==> src/rtl/button_debounce.sv <==
// Push-button conditioner: two-flop synchronizer, four-state debounce FSM and a
// one-shot long-press timer. All outputs are registered single-cycle events or a clean level.
module button_debounce #(
  parameter int unsigned DEBOUNCE_CYCLES = 32'd1000000,
  parameter int unsigned HOLD_CYCLES     = 32'd100000000,
  parameter int unsigned CNT_W           = 32'd27
) (
  input  logic clk,
  input  logic rst_n,
  input  logic button,
  output logic btn_level,
  output logic btn_press,
  output logic btn_release,
  output logic btn_long
);

  typedef enum logic [1:0] {
    ST_IDLE         = 2'd0,
    ST_PRESS_WAIT   = 2'd1,
    ST_PRESSED      = 2'd2,
    ST_RELEASE_WAIT = 2'd3
  } state_t;

  localparam logic [CNT_W-1:0] CNT_ZERO = {CNT_W{1'b0}};
  localparam logic [CNT_W-1:0] CNT_ONE  = {{(CNT_W-1){1'b0}}, 1'b1};
  localparam logic [CNT_W-1:0] D_LAST   = CNT_W'(DEBOUNCE_CYCLES - 32'd1);
  localparam logic [CNT_W-1:0] H_LAST   = CNT_W'(HOLD_CYCLES - 32'd1);

  logic             r_sync1;
  logic             r_sync;
  state_t           r_state;
  logic [CNT_W-1:0] r_dcnt;
  logic [CNT_W-1:0] r_hcnt;
  logic             r_hold_done;
  logic             r_level;
  logic             r_press;
  logic             r_release;
  logic             r_long;

  state_t           w_state_nxt;
  logic [CNT_W-1:0] w_dcnt_nxt;
  logic [CNT_W-1:0] w_hcnt_nxt;
  logic             w_hold_nxt;
  logic             w_level_nxt;
  logic             w_press_nxt;
  logic             w_release_nxt;
  logic             w_long_nxt;

  // Bring the asynchronous pin into the clk domain; only r_sync is used beyond here.
  always_ff @(posedge clk or negedge rst_n) begin
    if (!rst_n) begin
      r_sync1 <= 1'b0;
      r_sync  <= 1'b0;
    end else begin
      r_sync1 <= button;
      r_sync  <= r_sync1;
    end
  end

  // Next-state, counter and event logic; dcnt restarts on every state change.
  always_comb begin
    w_state_nxt   = r_state;
    w_dcnt_nxt    = r_dcnt;
    w_hcnt_nxt    = r_hcnt;
    w_hold_nxt    = r_hold_done;
    w_press_nxt   = 1'b0;
    w_release_nxt = 1'b0;
    w_long_nxt    = 1'b0;
    case (r_state)
      ST_IDLE: begin
        w_dcnt_nxt = CNT_ZERO;
        if (r_sync) begin
          w_state_nxt = ST_PRESS_WAIT;
        end else begin
          w_state_nxt = ST_IDLE;
        end
      end
      ST_PRESS_WAIT: begin
        if (!r_sync) begin
          w_state_nxt = ST_IDLE;
          w_dcnt_nxt  = CNT_ZERO;
        end else if (r_dcnt == D_LAST) begin
          w_state_nxt = ST_PRESSED;
          w_dcnt_nxt  = CNT_ZERO;
          w_hcnt_nxt  = CNT_ZERO;
          w_hold_nxt  = 1'b0;
          w_press_nxt = 1'b1;
        end else begin
          w_dcnt_nxt  = r_dcnt + CNT_ONE;
        end
      end
      ST_PRESSED: begin
        if (!r_sync) begin
          w_state_nxt = ST_RELEASE_WAIT;
          w_dcnt_nxt  = CNT_ZERO;
        end else if (!r_hold_done) begin
          // The hold timer parks at its last value so it can never wrap.
          if (r_hcnt == H_LAST) begin
            w_hold_nxt = 1'b1;
            w_long_nxt = 1'b1;
          end else begin
            w_hcnt_nxt = r_hcnt + CNT_ONE;
          end
        end else begin
          w_hcnt_nxt = r_hcnt;
        end
      end
      ST_RELEASE_WAIT: begin
        if (r_sync) begin
          w_state_nxt = ST_PRESSED;
          w_dcnt_nxt  = CNT_ZERO;
        end else if (r_dcnt == D_LAST) begin
          w_state_nxt   = ST_IDLE;
          w_dcnt_nxt    = CNT_ZERO;
          w_release_nxt = 1'b1;
        end else begin
          w_dcnt_nxt    = r_dcnt + CNT_ONE;
        end
      end
      default: begin
        w_state_nxt = ST_IDLE;
        w_dcnt_nxt  = CNT_ZERO;
        w_hcnt_nxt  = CNT_ZERO;
        w_hold_nxt  = 1'b0;
      end
    endcase
    w_level_nxt = (w_state_nxt == ST_PRESSED) || (w_state_nxt == ST_RELEASE_WAIT);
  end

  // State, counters and registered outputs; the level follows the next state so it rises with btn_press.
  always_ff @(posedge clk or negedge rst_n) begin
    if (!rst_n) begin
      r_state     <= ST_IDLE;
      r_dcnt      <= CNT_ZERO;
      r_hcnt      <= CNT_ZERO;
      r_hold_done <= 1'b0;
      r_level     <= 1'b0;
      r_press     <= 1'b0;
      r_release   <= 1'b0;
      r_long      <= 1'b0;
    end else begin
      r_state     <= w_state_nxt;
      r_dcnt      <= w_dcnt_nxt;
      r_hcnt      <= w_hcnt_nxt;
      r_hold_done <= w_hold_nxt;
      r_level     <= w_level_nxt;
      r_press     <= w_press_nxt;
      r_release   <= w_release_nxt;
      r_long      <= w_long_nxt;
    end
  end

  assign btn_level   = r_level;
  assign btn_press   = r_press;
  assign btn_release = r_release;
  assign btn_long    = r_long;

endmodule

==> config.mk <==
export PLATFORM = sky130hd
export DESIGN_NAME = button_debounce
export DESIGN_NICKNAME = d
export VERILOG_FILES = /design/src/rtl/button_debounce.sv
export SDC_FILE = /design/constraint.sdc
export NUM_CORES = 1
export LEC_CHECK = 0
export BUFFER_PORTS_ARGS = -buffer_cell sky130_fd_sc_hd__buf_2
export CAP_MARGIN = 20
export CELL_PAD_IN_SITES_DETAIL_PLACEMENT = 0
export CELL_PAD_IN_SITES_GLOBAL_PLACEMENT = 2
export CORE_ASPECT_RATIO = 1.1
export CORE_MARGIN = 4
export CORE_UTILIZATION = 39
export DETAILED_ROUTE_END_ITERATION = 10
export PLACE_DENSITY = 0.81
export SETUP_SLACK_MARGIN = 0.05
export SYNTH_ARGS = -nofsm -noshare
export SYNTH_HDL_FRONTEND = slang
export SYNTH_SLANG_ARGS = --single-unit
export TNS_END_PERCENT = 5
==> constraint.sdc <==
create_clock -name clk -period 3.9 [get_ports clk]
set_input_delay 0.39 -clock clk [delete_from_list [all_inputs] [get_ports clk]]
set_output_delay 0.39 -clock clk [all_outputs]
set_load 0.01 [all_outputs]
==> results.txt <==
----------------------------------------------------
[CTS]
  Post CTS Setup Buffer Count ... 0
  Gates resized, CTS repair ... 0
  TritonCTS buffer count ... 9
  Count of hold-fix buffers inserted at cts ... 0
  CTS sink cnt ... 63
  H-tree Lvls ... 3
  CTS tree ... yes
  CTS root buf ... sky130_fd_sc_hd__clkbuf_8
  Clock network latency to the later pin of the worst-skew pair ... 0.34 ns
  Clock-pin transition on the worst setup and hold timing paths ... 0.07 ns
  CTS Buffer Depth ... 2

[Status]
  Result of the run ... finished, final reports clean

[Logic synthesis]
  Most repeated cell in the gate-level netlist after synthesis ... sky130_fd_sc_hd__dfrtp_1
  Synth Flop Type ... sky130_fd_sc_hd__dfrtp_1
  Count of different cell masters after synthesis ... 49
  Synth Cell Area ... 0.00357 sq mm
  Mapped Cells ... 391
  Share of Yosys cell area claimed by the top area cell type ... 44.2%
  Top cells by instance count after synthesis ... 63 x sky130_fd_sc_hd__dfrtp_1, 31 x sky130_fd_sc_hd__nand2_1, 27 x sky130_fd_sc_hd__nor2_1
  Avg Synthesized Cell Area ... 9.12 sq um
  Register area share after synthesis ... 44.2%
  Synthesis-stage register bit count ... 63
  Number of enable flip-flop cells after synthesis ... 0
  Number of warning messages in the yosys log ... 0
  Leading post-synthesis cells by cell area ... sky130_fd_sc_hd__dfrtp_1 44%, sky130_fd_sc_hd__xnor2_1 3.9%, sky130_fd_sc_hd__a21oi_1 3.5%
  FFs w/ async S/R, synth ... 100%
  Number of nets produced by synthesis ... 396
  Leading area contributor after synthesis ... sky130_fd_sc_hd__dfrtp_1

[STA]
  Final hold vios ... 0
  Count of final max-slew check failures ... 0
  Minimum hold slack ... 0.153 ns
  Final period utilization ... 65.2%
  Setup-violating endpoint count in the final report ... 0
  Final Skew ... 0.00750 ns
  Final min period ... 2.54 ns
  Setup repair after global routing missed its margin ... false
  Post-route setup TNS ... 0 ns
  Worst max-slew margin expressed relative to the limit ... 42.3%
  Tightest Pin Transition ... 0.865 ns
  Fmax achieved ... 393 MHz

[Min path]
  Hold path start ... button
  Worst hold path stage count ... 1
  Hold Crit Endpoint ... r_sync1$_DFF_PN0_
  Hold Path Class ... in -> reg

[Critical path]
  Slowest cell delay on critical path ... 0.57 ns
  Sequence of cells on the critical path ... ha_1 -> nand3_2 -> or4_4 -> or2_1 -> nor3_4 -> buf_4 -> a21oi_1
  Kind of end point of the critical path ... register
  Cell family with most CP delay ... simple AND/OR/NAND/NOR gates
  R2R Path End ... r_hcnt[25]$_DFFE_PN0P_
  Crit Path Class ... reg -> reg
  Reg2Reg Launch Point ... r_dcnt[0]$_DFFE_PN0P_
  Register-to-Register Setup Slack ... 1.36 ns
  Arrival @ worst endpoint ... 2.75 ns
  Data required time of the critical path ... 4.11 ns
  Worst setup SP type ... register
  Reg2reg path depth ... 7
  Worst path buffer plus inverter count ... 1
  Library cell contributing the largest single delay on the critical path ... sky130_fd_sc_hd__or4_4
  Worst-path fanout max ... 24

[Pwr]
  Reg power frac ... 52.4%
  Combinational share of power ... 2.5%
  Internal power summed over all cells ... 960 uW
  PnR Total Power ... 1270 uW
  Leakage Power ... 0.00143 uW
  Sw Share ... 24.2%
  Clk network pwr share ... 45.1%
  Max VDD drop ... 0.155 mV
  Power density cells ... 328 mW/mm^2
  Net load switching power ... 307 uW

[GRT]
  Total track usage ... 17.5%
  Vias in the first global route ... 3,060
  Antenna violations before repair ... 0
  Largest net degree at the start of global routing ... 39
  Grt total ovfl ... 0
  Wire length of the first global-routing pass ... 15,000 um

[Die]
  Chip height ... 108 um
  Core outline area ... 0.00887 sq mm
  Die X ... 99.2 um
  Count of boundary I/O pins ... 7
  Die Area ... 0.0107 sq mm
  Initial standard-cell utilization of the core ... 40.2%
  Row cnt ... 36

[Final layout]
  Area used by sequential logic in the layout ... 0.00158 sq mm
  Total area of multi-input combinational cells ... 0.00186 sq mm
  Final cell count without fillers ... 511
  Count of antenna diodes in the layout ... 0
  Fill cell instance count of the final layout ... 864
  Final Net Count ... 397
  Layout area overhead ... 8.35%
  Layout cell share with drive strength beyond 1 ... 10.1%

[Detailed routing]
  Total DRC errors in the routed layout ... 0
  Remaining number of nets flagged by the antenna check after routing ... 0
  Avg WL per Cell ... 16.9 um
  Count of TritonRoute iterations in the first routing pass ... 4
  Via count ... 3,016
  Total Routed Length ... 8640 um
  Per-cell via count in the routed design ... 5.90
  Initial DRC count ... 88

[Placement]
  Placed instance count ... 495
  Final weighted congestion in routability-driven placement ... 0.837
  Number of buffers added on ports ... 6
  Half-perimeter wire length after detailed placement ... 6070 um

[Run]
  Maximum Capacitance Violations ... 0

----------------------------------------------------
[logic make-up after synthesis]
logic type | synth area share (%)
compound gates | 12.7
flops | 44.2
mux | 1.23
simple gates | 32.7
xor+xnor | 4.67
fa+ha+maj | 0.701
buf+inv | 3.79
[per-layer routing]
layer / part of all wire, % / up-vias / track usage [%]
li1: - / 1482 / -
met1: 45 / 1481 / 21.2
met2: 50 / 32 / 29.8
met3: 2.2 / 21 / 3.55
met4: 2.5 / 0 / 8.39
met5: 0 / - / 0
[cell usage in the layout, fill, tap and decap left out, types with 16 or more instances in the layout]
master                    netlist  routed
sky130_fd_sc_hd__nand4_1       18      18
sky130_fd_sc_hd__a21oi_1       25      25
sky130_fd_sc_hd__dfrtp_1       63      63
sky130_fd_sc_hd__o21ai_0       17      17
sky130_fd_sc_hd__nand2_1       31      31
sky130_fd_sc_hd__nor4_1        16      16
sky130_fd_sc_hd__nor2_1        27      27
sky130_fd_sc_hd__nand3_1       22      22
sky130_fd_sc_hd__xnor2_1       16      16
[metrics by stage]
stage,util (%),worst slack (ns),instance area (sq um)
6_report,43.6,1.36,3860
5_1_grt,43.6,1.17,3860
4_1_cts,43.6,1.33,3860
3_5_place_dp,41.3,1.36,3670
3_3_place_gp,41.3,1.41,3670
2_1_floorplan,-,1.74,3570
[area by class of cell]
cell class                 count  share of cell area, %
clock buffer                   9                   3.20
clock inverter                 7                   1.88
inverter                       7                  0.680
multi-input combinational    300                   48.0
sequential                    63                   40.8
tap                          114                   3.69
timing repair buffer          11                   1.75
[sequential cells by signal, summed over array words and instances (netlist names)]
name and cells:
btn_level 1, r_hold_done 1, r_state 2, btn_press 1
r_sync1 1, btn_long 1, r_dcnt 27, r_sync 1
r_hcnt 27, btn_release 1
[power groups by stage]
stage / clock network, uW / logic (uW) / registers, uW
floorplan: 0 / 18.0 / 673
global placement: 0 / 33.8 / 676
detailed placement: 0 / 34.0 / 676
CTS: 590 / 34.0 / 663
global route: 627 / 38.2 / 665
finish: 572 / 32.0 / 664
[worst max path at each step]
stage                           from                     end  slack [ns]  cells past startpoint
2_1_floorplan  r_dcnt[0]$_DFFE_PN0P_  r_hcnt[17]$_DFFE_PN0P_        1.74                      8
3_3_place_gp   r_dcnt[0]$_DFFE_PN0P_  r_dcnt[21]$_DFFE_PN0P_        1.41                      6
3_5_place_dp   r_dcnt[0]$_DFFE_PN0P_   r_dcnt[7]$_DFFE_PN0P_        1.36                      6
4_1_cts        r_dcnt[0]$_DFFE_PN0P_   r_dcnt[7]$_DFFE_PN0P_        1.33                      6
5_1_grt        r_dcnt[0]$_DFFE_PN0P_  r_dcnt[21]$_DFFE_PN0P_        1.17                      6
6_report       r_dcnt[0]$_DFFE_PN0P_  r_hcnt[25]$_DFFE_PN0P_        1.36                      7
No activity file was read; power rests on OpenSTA's default activity.
